**config.mk**
```make
export PLATFORM = sky130hd
export DESIGN_NAME = multicycle_controller
export DESIGN_NICKNAME = d
export VERILOG_FILES = /design/src/rtl/multicycle_controller.sv
export SDC_FILE = /design/constraint.sdc
export NUM_CORES = 1
export LEC_CHECK = 0
export BUFFER_PORTS_ARGS = -buffer_cell sky130_fd_sc_hd__buf_2
export CAP_MARGIN = 0
export CORE_AREA = 2 2 39 41
export CTS_BUF_LIST = sky130_fd_sc_hd__clkbuf_4 sky130_fd_sc_hd__clkbuf_8
export DETAILED_ROUTE_END_ITERATION = 8
export DIE_AREA = 0 0 41 43
export PLACE_DENSITY_LB_ADDON = 0.1
export SETUP_SLACK_MARGIN = 0.05
export SYNTH_ARGS = -nofsm -noshare
export SYNTH_HDL_FRONTEND = slang
export SYNTH_SLANG_ARGS = --single-unit
```
**constraint.sdc**
```tcl
create_clock -name clk -period 3.9 [get_ports clk]
set_input_delay 0.39 -clock clk [delete_from_list [all_inputs] [get_ports clk]]
set_output_delay 0.39 -clock clk [all_outputs]
set_load 0.01 [all_outputs]
```
**src/rtl/multicycle_controller.sv**
```systemverilog
// Multicycle MIPS-style control FSM.
// Moore machine over twelve states. The only input-dependent outputs are the
// mem_ready qualifiers in FETCH (ir_write/pc_write) and the opcode-dependent
// outputs in DECODE (illegal_op) and IMMEX (alu_op).
// While rst is high the outputs already show the FETCH values, so a stalled
// store cannot keep mem_write asserted through a reset.
module multicycle_controller #(
    parameter bit SUPPORT_JUMP = 1'b1,
    parameter bit SUPPORT_ORI  = 1'b1,
    parameter bit MEM_WAIT     = 1'b1
) (
    input  logic       clk,
    input  logic       rst,
    input  logic [5:0] opcode,
    input  logic       mem_ready,
    output logic       iord,
    output logic       mem_write,
    output logic       ir_write,
    output logic       pc_write,
    output logic       branch,
    output logic [1:0] pc_src,
    output logic       alu_src_a,
    output logic [1:0] alu_src_b,
    output logic       reg_dst,
    output logic       mem_to_reg,
    output logic       reg_write,
    output logic [1:0] alu_op,
    output logic       illegal_op,
    output logic [3:0] state_o
);

    typedef enum logic [3:0] {
        S_FETCH   = 4'd0,
        S_DECODE  = 4'd1,
        S_MEMADR  = 4'd2,
        S_MEMRD   = 4'd3,
        S_MEMWB   = 4'd4,
        S_MEMWR   = 4'd5,
        S_EXECUTE = 4'd6,
        S_ALUWB   = 4'd7,
        S_BRANCH  = 4'd8,
        S_IMMEX   = 4'd9,
        S_IMMWB   = 4'd10,
        S_JUMP    = 4'd11
    } state_t;

    localparam logic [5:0] OP_RTYPE = 6'b000000;
    localparam logic [5:0] OP_J     = 6'b000010;
    localparam logic [5:0] OP_BEQ   = 6'b000100;
    localparam logic [5:0] OP_ADDI  = 6'b001000;
    localparam logic [5:0] OP_ORI   = 6'b001101;
    localparam logic [5:0] OP_LW    = 6'b100011;
    localparam logic [5:0] OP_SW    = 6'b101011;

    state_t state;
    state_t next_state;

    // With MEM_WAIT off, memory is assumed to always complete in one cycle.
    logic mem_rdy;
    assign mem_rdy = MEM_WAIT ? mem_ready : 1'b1;

    // Opcode classification; disabled opcodes simply never match.
    logic is_lw, is_sw, is_rtype, is_beq, is_addi, is_ori, is_j, is_legal;
    assign is_lw    = (opcode == OP_LW);
    assign is_sw    = (opcode == OP_SW);
    assign is_rtype = (opcode == OP_RTYPE);
    assign is_beq   = (opcode == OP_BEQ);
    assign is_addi  = (opcode == OP_ADDI);
    assign is_ori   = SUPPORT_ORI  && (opcode == OP_ORI);
    assign is_j     = SUPPORT_JUMP && (opcode == OP_J);
    assign is_legal = is_lw | is_sw | is_rtype | is_beq | is_addi | is_ori | is_j;

    assign state_o = state;

    // State register; reset wins over every transition.
    always_ff @(posedge clk) begin
        if (rst) begin
            state <= S_FETCH;
        end else begin
            state <= next_state;
        end
    end

    // Next-state and output decode.
    always_comb begin
        next_state = S_FETCH;
        iord       = 1'b0;
        mem_write  = 1'b0;
        ir_write   = 1'b0;
        pc_write   = 1'b0;
        branch     = 1'b0;
        pc_src     = 2'b00;
        alu_src_a  = 1'b0;
        alu_src_b  = 2'b00;
        reg_dst    = 1'b0;
        mem_to_reg = 1'b0;
        reg_write  = 1'b0;
        alu_op     = 2'b00;
        illegal_op = 1'b0;

        case (state)
            S_FETCH: begin
                // PC+4 through the ALU; latch IR and PC only once memory answers.
                alu_src_b  = 2'b01;
                ir_write   = mem_rdy;
                pc_write   = mem_rdy;
                next_state = mem_rdy ? S_DECODE : S_FETCH;
            end
            S_DECODE: begin
                // Precompute the branch target in the ALU while decoding.
                alu_src_b  = 2'b11;
                illegal_op = ~is_legal;
                if (is_lw || is_sw)  next_state = S_MEMADR;
                else if (is_rtype)   next_state = S_EXECUTE;
                else if (is_beq)     next_state = S_BRANCH;
                else if (is_addi)    next_state = S_IMMEX;
                else if (is_ori)     next_state = S_IMMEX;
                else if (is_j)       next_state = S_JUMP;
                else                 next_state = S_FETCH;
            end
            S_MEMADR: begin
                alu_src_a = 1'b1;
                alu_src_b = 2'b10;
                if (is_lw)      next_state = S_MEMRD;
                else if (is_sw) next_state = S_MEMWR;
                else            next_state = S_FETCH;
            end
            S_MEMRD: begin
                iord       = 1'b1;
                next_state = mem_rdy ? S_MEMWB : S_MEMRD;
            end
            S_MEMWB: begin
                mem_to_reg = 1'b1;
                reg_write  = 1'b1;
                next_state = S_FETCH;
            end
            S_MEMWR: begin
                // Hold the write request until memory accepts it.
                iord       = 1'b1;
                mem_write  = 1'b1;
                next_state = mem_rdy ? S_FETCH : S_MEMWR;
            end
            S_EXECUTE: begin
                alu_src_a  = 1'b1;
                alu_op     = 2'b10;
                next_state = S_ALUWB;
            end
            S_ALUWB: begin
                reg_dst    = 1'b1;
                reg_write  = 1'b1;
                next_state = S_FETCH;
            end
            S_BRANCH: begin
                alu_src_a  = 1'b1;
                alu_op     = 2'b01;
                branch     = 1'b1;
                pc_src     = 2'b01;
                next_state = S_FETCH;
            end
            S_IMMEX: begin
                alu_src_a  = 1'b1;
                alu_src_b  = 2'b10;
                alu_op     = is_ori ? 2'b11 : 2'b00;
                next_state = S_IMMWB;
            end
            S_IMMWB: begin
                reg_write  = 1'b1;
                next_state = S_FETCH;
            end
            S_JUMP: begin
                pc_src     = 2'b10;
                pc_write   = 1'b1;
                next_state = S_FETCH;
            end
            default: begin
                // Codes 12-15: all outputs low, recover to FETCH.
                next_state = S_FETCH;
            end
        endcase

        // During reset present the FETCH outputs regardless of the held state.
        if (rst) begin
            iord       = 1'b0;
            mem_write  = 1'b0;
            branch     = 1'b0;
            pc_src     = 2'b00;
            alu_src_a  = 1'b0;
            alu_src_b  = 2'b01;
            reg_dst    = 1'b0;
            mem_to_reg = 1'b0;
            reg_write  = 1'b0;
            alu_op     = 2'b00;
            illegal_op = 1'b0;
            ir_write   = mem_rdy;
            pc_write   = mem_rdy;
        end
    end

endmodule
```
# Yosys cells after proc, flatten, opt, wreduce, memory -nomap -nowiden
# Cells that the tools add are included.
# totals
output_inout_bits	20
input_bits	9
word_cells	71
regBits	4
# op_classes
reduce_logical	7
muxes	39
eq_ne	17
bitwise_logic	7
# ops
cell	n
4-bit one-hot mux with 7 select lines	1
4-bit 2-to-1 mux	6
1-bit 2-to-1 mux	20
4-bit by 3-bit == test with 1-bit output, second input constant	4
4-bit == test, second input constant	4
6-bit by 4-bit == test with 1-bit output, second input constant	2
6-bit == test, second input constant	2
3-bit 2-to-1 mux	4
2-bit one-hot mux with 3 select lines	2
4-bit by 2-bit == test with 1-bit output, second input constant	2
2-bit 2-to-1 mux	4
6-bit by 2-bit == test with 1-bit output, second input constant	1
6-bit by 3-bit == test with 1-bit output, second input constant	1
6-bit logical NOT	1
1-bit bitwise OR	6
4-bit by 1-bit == test with 1-bit output, second input constant	1
4-bit logical NOT	1
2-bit one-hot mux with 2 select lines	1
2-bit OR reduction	2
4-bit OR reduction	1
3-bit OR reduction	1
1-bit one-hot mux with 2 select lines	1
1-bit logical OR	1
1-bit inverter	1

# Logic depth before layout (Yosys ltp)
# Gate-level depths: netlist of run 1.
# logic_depth
depth_word	10
mapped_depth	6
depth_no_buf	5

# Least setup slack after synthesis of run 1
# OpenSTA, ideal clock, no wires.
# synth_path
path_kind	in2out
from	input opcode[5]
to	output alu_op[1]
arrival_time_ns	1.347
stages	5
path_buffers	0
setup_slack_ns	2.163
required_time_ns	3.510
cell_sequence	or2_4 > nor2_1 > nand4_1 > o32a_1 > nor2_1
# synth_via
elab_chain_len	4
# synth_lines
item	line_no	text
from (decl)	14	input logic [5:0] opcode,
6-bit by 4-bit == test with 1-bit output	69	assign is_ori = SUPPORT_ORI && (opcode == OP_ORI);
2-bit 2-to-1 mux	163	alu_op = is_ori ? 2'b11 : 2'b00;
2-bit one-hot mux with 3 select lines	101	case (state)
2-bit 2-to-1 mux	182	if (rst) begin
to (decl)	27	output logic [1:0] alu_op,
# No other way between the ends.

# Final worst setup path of run 1
# layout_path
from	register state[0], in the netlist state_o[0]
to	output illegal_op
# layout_via
elab_chain_len	3
# layout_lines
item	line_no	text
from (decl)	55	state_t state;
from (signal assigned)	80	state <= next_state;
4-bit by 1-bit == test with 1-bit output	101	
1-bit 2-to-1 mux	101	
1-bit 2-to-1 mux	182	
to (decl)	28	output logic illegal_op,
# No other way between the ends.

==> impl_metrics.yaml, run 1 <==
critical_path:
  cp_slowest_cell: "dfxtp_1"
  worstSetupEndpointType: "primary output"
  critPathLaunchType: "flop"
  ff2ff_path_depth: 5
  worst-setup-path-type: "reg -> out"
  crit_buf_inv: 1
  max_stage_delay_ns: 0.60
  r2r-start: "state_o[1]$_SDFF_PP0_"
  crit_family: "simple AND/OR/NAND/NOR gates"
  crit_end: "illegal_op"
  crit_chain: "or2b_4 -> nor3_2 -> and3b_1 -> nor3b_2 -> buf_2"
  r2r-end: "state_o[2]$_SDFF_PP0_"
  cp_data_required_time_ns: 3.51
  crit_fanout: 13
  cp.depth: 5
  critical_path_arrival_ns: 1.90
  r2r_slack_ns: 2.19
  crit_start: "state_o[0]$_SDFF_PP0_"
drt:
  wl_mm: 1.61
  wl_per_cell_um: 12.7
  drc_errors: 0
  drt_pass1_iterations: 4
  vias: 724
  drtAntennaViolNets: 0
  avgViaCountPerCell: 5.70
  drtIter0Drc: 10
pwr:
  leakagePower_nw: 0.315
  power_density_nw_per_um2: 175
  total_power_w: 0.000134
  peakVddDrop_mv: 0.216
grt:
  grt_max_degree: 18
  track_usage: 0.211
  gr-total-overflow: 0
  first_global_vias: 589
  grt_pass1_wl_mm: 2.55
  antenna_found_initial: 0
placed_design:
  io_buffers: 28
  dp_slack_ns: 1.86
  dpl_cell_area_um2: 743
  gp_congestion: 0.760
  dp_hpwl_mm: 1.20
sta:
  fin_ws_ns: 1.61
  max_freq_mhz: 437
  slew_violations: 0
  finalHoldViolations: 0
  setup_tns_ns: 0
  period_share: 0.587
  setup_violations: 0
  tightest_slew_ns: 0.560
  rsz0062_at_grt: "no"
  period_needed_ns: 2.29
  skew_ns: 0.00405
  slew_headroom: 0.626
final_layout:
  multi_input_area_um2: 499
  drive_gt1_frac: 0.387
  layout_common_cells: "buf_2 (28), nor2_1 (16), a21oi_1 (6)"
  diodes: 0
  largest_register_ffs: 4
  areaGrowthSynthToFinish_pct: 24.1
  fillers: 155
  final_util: 0.553
  layout.cells.most_common: "buf_2"
  regArea_um2: 80.1
  final_cell_area_um2: 766
  nets: 122
yosys:
  synthArstFlopShare: 0
  synth_area_um2: 617
  yosysTopAreaCell: "dfxtp_1"
  synthCells: 86
  synthTopCellsByArea: "dfxtp_1 (13%), nor2_1 (9.7%), a21oi_1 (4.9%)"
  synth_top_area_frac: 0.130
  ys_seq_area_frac: 0.130
  ys_warn_count: 0
  yosysUniqueCellTypes: 43
  synth_enable_flop_cells: 0
  ys_ff_latch: 4
  synth_fp_nets: 95
  avgSynthCellArea_um2: 7.17
  synth_ff_type: "dfxtp_1"
run:
  cap_violations: 0
clock_network:
  post_cts_buffers: 0
  cts_hold_buf: 0
  cts_tree: "built"
  cts-root-buf: "clkbuf_4"
  postCtsResizedCells: 0
  clock_latency_ns: 0.24
  numCtsBuffers: 3
  path_clk_slew_ns: 0.04
  clockBufferDepth: 2
  numClockSinks: 4
  cts_max_level: 1
floorplan:
  dieArea_um2: 1760
  coreArea_um2: 1380
  start_util: 0.446
  placementRows: 14
  die_width_um: 41
  boundaryPins: 29
  die-height_um: 43
hold_path:
  worstHoldPathType: "in -> reg"
outcome:
  status: "finished clean"
[kinds of logic after synthesis]
group	count (synthesis)	synth area share
AOI/OAI and AO/OA	22	0.262
xor gates and xnor gates	2	0.0284
buffers and inverters	7	0.0608
DFF	4	0.130
and+or+nand+nor	51	0.519
[through the flow]
step	std cells	hold slack [ns]
after CTS	127	0.517
after detailed placement	124	0.761
after global placement	124	0.751
after floorplan	86	0.560
after global routing	127	0.550
final	127	0.516
[Yosys cell counts, types with 2 or more instances]
| cell | n |
|---|---|
| nand2b_1 | 3 |
| a21oi_1 | 6 |
| dfxtp_1 | 4 |
| xnor2_1 | 2 |
| nor4_2 | 2 |
| nor2_1 | 16 |
| o21ai_0 | 3 |
| nor3_1 | 3 |
| nor4_1 | 3 |
| buf_4 | 2 |
| or2_2 | 2 |
| a22oi_1 | 2 |
| nor2b_1 | 2 |
| nand3b_1 | 3 |
| nand2_1 | 3 |
| buf_2 | 3 |
[layer usage]
layer  up-vias  share of wire  GRT usage
met5         -              0          0
li1        372              -          -
met2        28           0.47      0.300
met4         0              0     0.0400
met1       324           0.47      0.289
met3         0          0.059     0.0942
[worst register-to-register path, stage by stage, from the launching register on]
cell and delay (ns):
dfxtp_1 0.65, and2b_1 0.28, nor2_1 0.20, nor2_1 0.06, o21bai_1 0.30, nor2_1 0.09
[cell type report]
class	instances	share of cell area
Multi-Input combinational cell	75	0.652
Sequential cell	4	0.105
Tap cell	16	0.0261
Clock buffer	3	0.0294
Timing Repair Buffer	28	0.183
Inverter	1	0.00490
[worst min-delay path by stage]
stage                             to  slack, ns  cells past startpoint  startpoint
3_5_place_dp   state_o[2]$_SDFF_PP0_       0.76                      3   opcode[3]
2_1_floorplan  state_o[2]$_SDFF_PP0_       0.56                      2   opcode[3]
6_report       state_o[2]$_SDFF_PP0_       0.52                      3   opcode[3]
4_1_cts        state_o[2]$_SDFF_PP0_       0.52                      3   opcode[3]
5_1_grt        state_o[2]$_SDFF_PP0_       0.55                      3   opcode[3]
3_3_place_gp   state_o[2]$_SDFF_PP0_       0.75                      3   opcode[3]
[report_power, final]
part	internal (W)	switching, W
clock	0.0000344	0.0000167
sequential	0.0000421	0.00000334
combinational	0.0000168	0.0000208
total	0.0000932	0.0000409
Power figures use the tool's default switching activity.
==> run 2, diff against run 1 <==
CORE_AREA = unset   (was 2 2 39 41)
CORE_MARGIN = 2   (was unset)
CORE_UTILIZATION = 43   (was unset)
DIE_AREA = unset   (was 0 0 41 43)
clock period = 2.1 ns   (was 3.9 ns; I/O delays follow)
==> run 2 against run 1 <==
First-iteration DRC count grew 10%. Combinational power grew 100%. Sequential power up 81%. Largest power group unchanged.
==> impl_metrics.yaml, run 2 (synthesis gave the netlist of run 1 again) <==
outcome:
  status: "finished clean"
clock_network:
  numClockSinks: 4
  cts-root-buf: "clkbuf_4"
  postCtsResizedCells: 0
  cts_tree: "built"
  path_clk_slew_ns: 0.04
  numCtsBuffers: 3
  clockBufferDepth: 2
  cts_hold_buf: 0
  clock_latency_ns: 0.25
  cts_max_level: 1
  post_cts_buffers: 0
final_layout:
  layout_common_cells: "buf_2 (28), nor2_1 (16), a21oi_1 (6)"
  diodes: 0
  areaGrowthSynthToFinish_pct: 26.8
  final_util: 0.594
  fillers: 143
  largest_register_ffs: 4
  nets: 124
  layout.cells.most_common: "buf_2"
  drive_gt1_frac: 0.416
drt:
  vias: 740
  wl_mm: 1.68
  drtIter0Drc: 11
  drc_errors: 0
  drt_pass1_iterations: 4
  wl_per_cell_um: 13.1
  drtAntennaViolNets: 0
  avgViaCountPerCell: 5.78
grt:
  gr-total-overflow: 0
  grt_pass1_wl_mm: 2.80
  grt_max_degree: 18
  antenna_found_initial: 0
  track_usage: 0.201
  first_global_vias: 655
placed_design:
  dp_slack_ns: 0.378
  io_buffers: 28
  gp_congestion: 0.881
  dp_hpwl_mm: 1.28
floorplan:
  die_width_um: 41.9
  boundaryPins: 29
  die-height_um: 41.9
  start_util: 0.468
  coreArea_um2: 1320
  dieArea_um2: 1750
  placementRows: 13
critical_path:
  max_stage_delay_ns: 0.67
  crit_chain: "nand2b_1 -> nor2_1 -> or2_2 -> buf_2"
  crit_family: "simple AND/OR/NAND/NOR gates"
  critPathLaunchType: "flop"
  worst-setup-path-type: "reg -> out"
  r2r_slack_ns: 0.51
  crit_end: "pc_write"
  cp.depth: 4
  crit_buf_inv: 1
  crit_fanout: 16
  cp_data_required_time_ns: 1.89
  crit_start: "state_o[2]$_SDFF_PP0_"
  cp_slowest_cell: "dfxtp_1"
  ff2ff_path_depth: 4
  worstSetupEndpointType: "primary output"
  critical_path_arrival_ns: 1.73
  r2r-start: "state_o[2]$_SDFF_PP0_"
  r2r-end: "state_o[2]$_SDFF_PP0_"
sta:
  finalHoldViolations: 0
  skew_ns: 0.00971
  slew_violations: 0
  setup_violations: 0
  rsz0062_at_grt: "no"
  tightest_slew_ns: 0.562
  setup_tns_ns: 0
  fin_ws_ns: 0.158
  period_needed_ns: 1.94
  max_freq_mhz: 515
  period_share: 0.925
  slew_headroom: 0.625
hold_path:
  worstHoldPathType: "in -> reg"
pwr:
  power_density_nw_per_um2: 330
  peakVddDrop_mv: 0.259
  leakagePower_nw: 0.326
run:
  cap_violations: 0
[run 2: cell types whose count changed in the layout (fill, tap and decap cells not counted), sizes merged]
cell,change
buf,+2
[run 2: worst min-delay path, cell delays in order]
cell      delay, ns
buf_2          0.13
a222oi_1       0.10
nor2_1         0.08
[run 2: how the worst min path moves through the flow]
| stage | end | cells past startpoint | startpoint | slack (ns) |
|---|---|---|---|---|
| 2_1_floorplan | state_o[2]$_SDFF_PP0_ | 2 | opcode[3] | 0.38 |
| 3_3_place_gp | state_o[2]$_SDFF_PP0_ | 3 | opcode[3] | 0.55 |
| 3_5_place_dp | state_o[2]$_SDFF_PP0_ | 3 | opcode[3] | 0.57 |
| 4_1_cts | state_o[2]$_SDFF_PP0_ | 3 | opcode[3] | 0.31 |
| 5_1_grt | state_o[2]$_SDFF_PP0_ | 3 | opcode[3] | 0.33 |
| 6_report | state_o[2]$_SDFF_PP0_ | 3 | opcode[3] | 0.32 |
[run 2: metal layers]
layer  vias up  GRT usage  part of all wire
li1        377          -                 -
met3         4     0.0304             0.045
met2        24      0.344              0.48
met1       335      0.243              0.45
met4         0     0.0968             0.026
met5         -          0                 0
[run 2: stage by stage]
stage	hold WS [ns]	cells	power, W	area (µm²)
detailed placement	0.568	125	0.000158	757
finish	0.316	128	0.000258	782
global placement	0.545	125	0.000156	757
CTS	0.314	128	0.000259	779
global route	0.330	128	0.000276	782
floorplan	0.380	86	0.000129	617
[run 2: cell type report]
type | instances | area (µm²) | area share
clock buffer | 3 | 22.5 | 0.0288
timing repair buffer | 30 | 155 | 0.198
tap | 15 | 18.8 | 0.0240
multi-input combinational | 75 | 499 | 0.638
inverter | 1 | 3.75 | 0.00480
sequential | 4 | 82.6 | 0.106
[run 2: report_power, final]
group           total, W  internal, W  switching, W
Clock           0.000101    0.0000643     0.0000365
Combinational  0.0000753    0.0000328     0.0000425
Sequential     0.0000820    0.0000783    0.00000368
Total           0.000258     0.000175     0.0000827
==> run 3, diff against run 2 <==
ABC_AREA = 1   (was unset)
CORE_AREA = 2 2 39 41   (was unset)
CORE_MARGIN = unset   (was 2)
CORE_UTILIZATION = unset   (was 43)
DIE_AREA = 0 0 41 43   (was unset)
==> run 3 against run 2 <==
Global-route usage down 2.7 points. Utilization shrank 9.8 points. Power shrank 9.2%. Die area rose by 0.54%. Count of clock-buffer cells in the layout is the same. Wire length is 13% lower. Critical endpoint is now illegal_op.
==> impl_metrics.yaml, run 3 <==
sta:
  skew_ns: 0.00846
  tightest_slew_ns: 0.328
  max_freq_mhz: 627
  setup_tns_ns: 0
  setup_violations: 0
  finalHoldViolations: 0
  rsz0062_at_grt: "no"
  slew_headroom: 0.779
  period_needed_ns: 1.59
  fin_ws_ns: 0.506
  slew_violations: 0
  period_share: 0.759
yosys:
  synthTopCellsByArea: "dfxtp_1 (15%), nor2_1 (15%), nand2_1 (13%)"
  synthArstFlopShare: 0
  synth_enable_flop_cells: 0
  synth_top_area_frac: 0.155
  yosysMostFrequentCell: "nor2_1"
  ys_ff_latch: 4
  synth_ff_type: "dfxtp_1"
  ys_seq_area_frac: 0.155
  ys_warn_count: 0
  yosysUniqueCellTypes: 23
  yosys-top-cells-count: "nor2_1 (21), nand2_1 (18), inv_1 (12)"
  yosysTopAreaCell: "dfxtp_1"
  synthCells: 98
  synth_fp_nets: 107
  synth_area_um2: 518
  avgSynthCellArea_um2: 5.29
clock_network:
  cts_max_level: 1
  cts_tree: "built"
  clockBufferDepth: 2
  clock_latency_ns: 0.24
  path_clk_slew_ns: 0.04
  cts_hold_buf: 0
  numClockSinks: 4
  postCtsResizedCells: 0
  post_cts_buffers: 0
  numCtsBuffers: 3
  cts-root-buf: "clkbuf_4"
hold_path:
  worstHoldPathType: "in -> reg"
drt:
  drtIter0Drc: 28
  met2_length_um: 630
  wl_per_cell_um: 10.3
  wl_mm: 1.46
  drt_pass1_iterations: 4
  dr_wl_met3_um: 101
  avgViaCountPerCell: 4.92
  vias: 699
  drt-met1-wl_um: 728
  top_layer: "met3"
  drc_errors: 0
  drtAntennaViolNets: 0
grt:
  grt_max_degree: 18
  grt_pass1_wl_mm: 2.18
  first_global_vias: 533
  track_usage: 0.175
  gr-total-overflow: 0
  antenna_found_initial: 0
floorplan:
  placementRows: 14
  dieArea_um2: 1760
  coreArea_um2: 1380
  die_width_um: 41
  start_util: 0.374
  boundaryPins: 29
  die-height_um: 43
critical_path:
  critical_path_arrival_ns: 1.38
  worst-setup-path-type: "reg -> out"
  cp_data_required_time_ns: 1.89
  crit_chain: "nand2_2 -> nor2_4 -> nand3_1 -> nor3_1 -> buf_2"
  max_stage_delay_ns: 0.44
  crit_fanout: 7
  critPathLaunchType: "flop"
  worstSetupEndpointType: "primary output"
  cp_slowest_cell: "dfxtp_1"
outcome:
  status: "finished clean"
placed_design:
  gp_congestion: 0.824
  dp_hpwl_mm: 1.18
  dp_slack_ns: 0.764
  dpl_cell_area_um2: 663
  io_buffers: 28
final_layout:
  layout_common_cells: "buf_2 (28), nor2_1 (21), nand2_1 (18)"
  diodes: 0
  layout.cells.most_common: "buf_2"
  drive_gt1_frac: 0.310
  largest_register_ffs: 4
  final_cell_area_um2: 686
  areaGrowthSynthToFinish_pct: 32.4
  nets: 137
  final_util: 0.495
run:
  cap_violations: 0
pwr:
  peakVddDrop_mv: 0.430
  leakagePower_nw: 0.355
  power_density_nw_per_um2: 342
## run 3: kinds of logic after synthesis
| family | synth area share |
|---|---|
| compound gates | 0.155 |
| buf+inv | 0.123 |
| flops | 0.155 |
| simple gates | 0.568 |
## run 3: final timing paths
path,endpoint,slack [ns],from,depth (start not counted)
max,illegal_op,0.51,state_o[0]$_SDFF_PP0_,5
min,state_o[2]$_SDFF_PP0_,0.33,rst,2
max reg2reg,state_o[1]$_SDFF_PP0_,0.84,state_o[1]$_SDFF_PP0_,7
min reg2reg,state_o[3]$_SDFF_PP0_,0.70,state_o[3]$_SDFF_PP0_,4
## run 3: cell type report
class                   count  area (µm²)
flip-flops and latches      4        80.1
fillers                   172         698
well taps                  16        20.0
multi-input cells          78         374
inverters                  13        48.8
clock buffers               3        22.5
repair buffers             28         140
## run 3: worst max-delay path, delay by kind of cell (launching register included)
kind | cells | cell delay [ns]
buffers and inverters | 1 | 0.15
DFF | 1 | 0.44
and+or+nand+nor | 4 | 0.57
## run 3: power breakdown
group	total [W]	switching, W	internal (W)	leakage (nW)
combinational	0.0000589	0.0000366	0.0000223	0.309
sequential	0.0000810	0.00000299	0.0000780	0.0325
clock	0.0000946	0.0000308	0.0000638	0.0138
total	0.000234	0.0000703	0.000164	0.355
## run 3: routing by layer
| layer | GRT usage | vias up |
|---|---|---|
| li1 | - | 378 |
| met2 | 0.244 | 27 |
| met1 | 0.260 | 294 |
| met5 | 0 | - |
| met3 | 0.0628 | 0 |
| met4 | 0.0200 | 0 |
## run 3: metrics by stage
| step | instances | total power (W) | hold WS (ns) |
|---|---|---|---|
| finish | 142 | 0.000234 | 0.327 |
| global route | 142 | 0.000251 | 0.375 |
| CTS | 142 | 0.000237 | 0.315 |
| detailed placement | 139 | 0.000140 | 0.563 |
| global placement | 139 | 0.000140 | 0.569 |
| floorplan | 98 | 0.000118 | 0.436 |
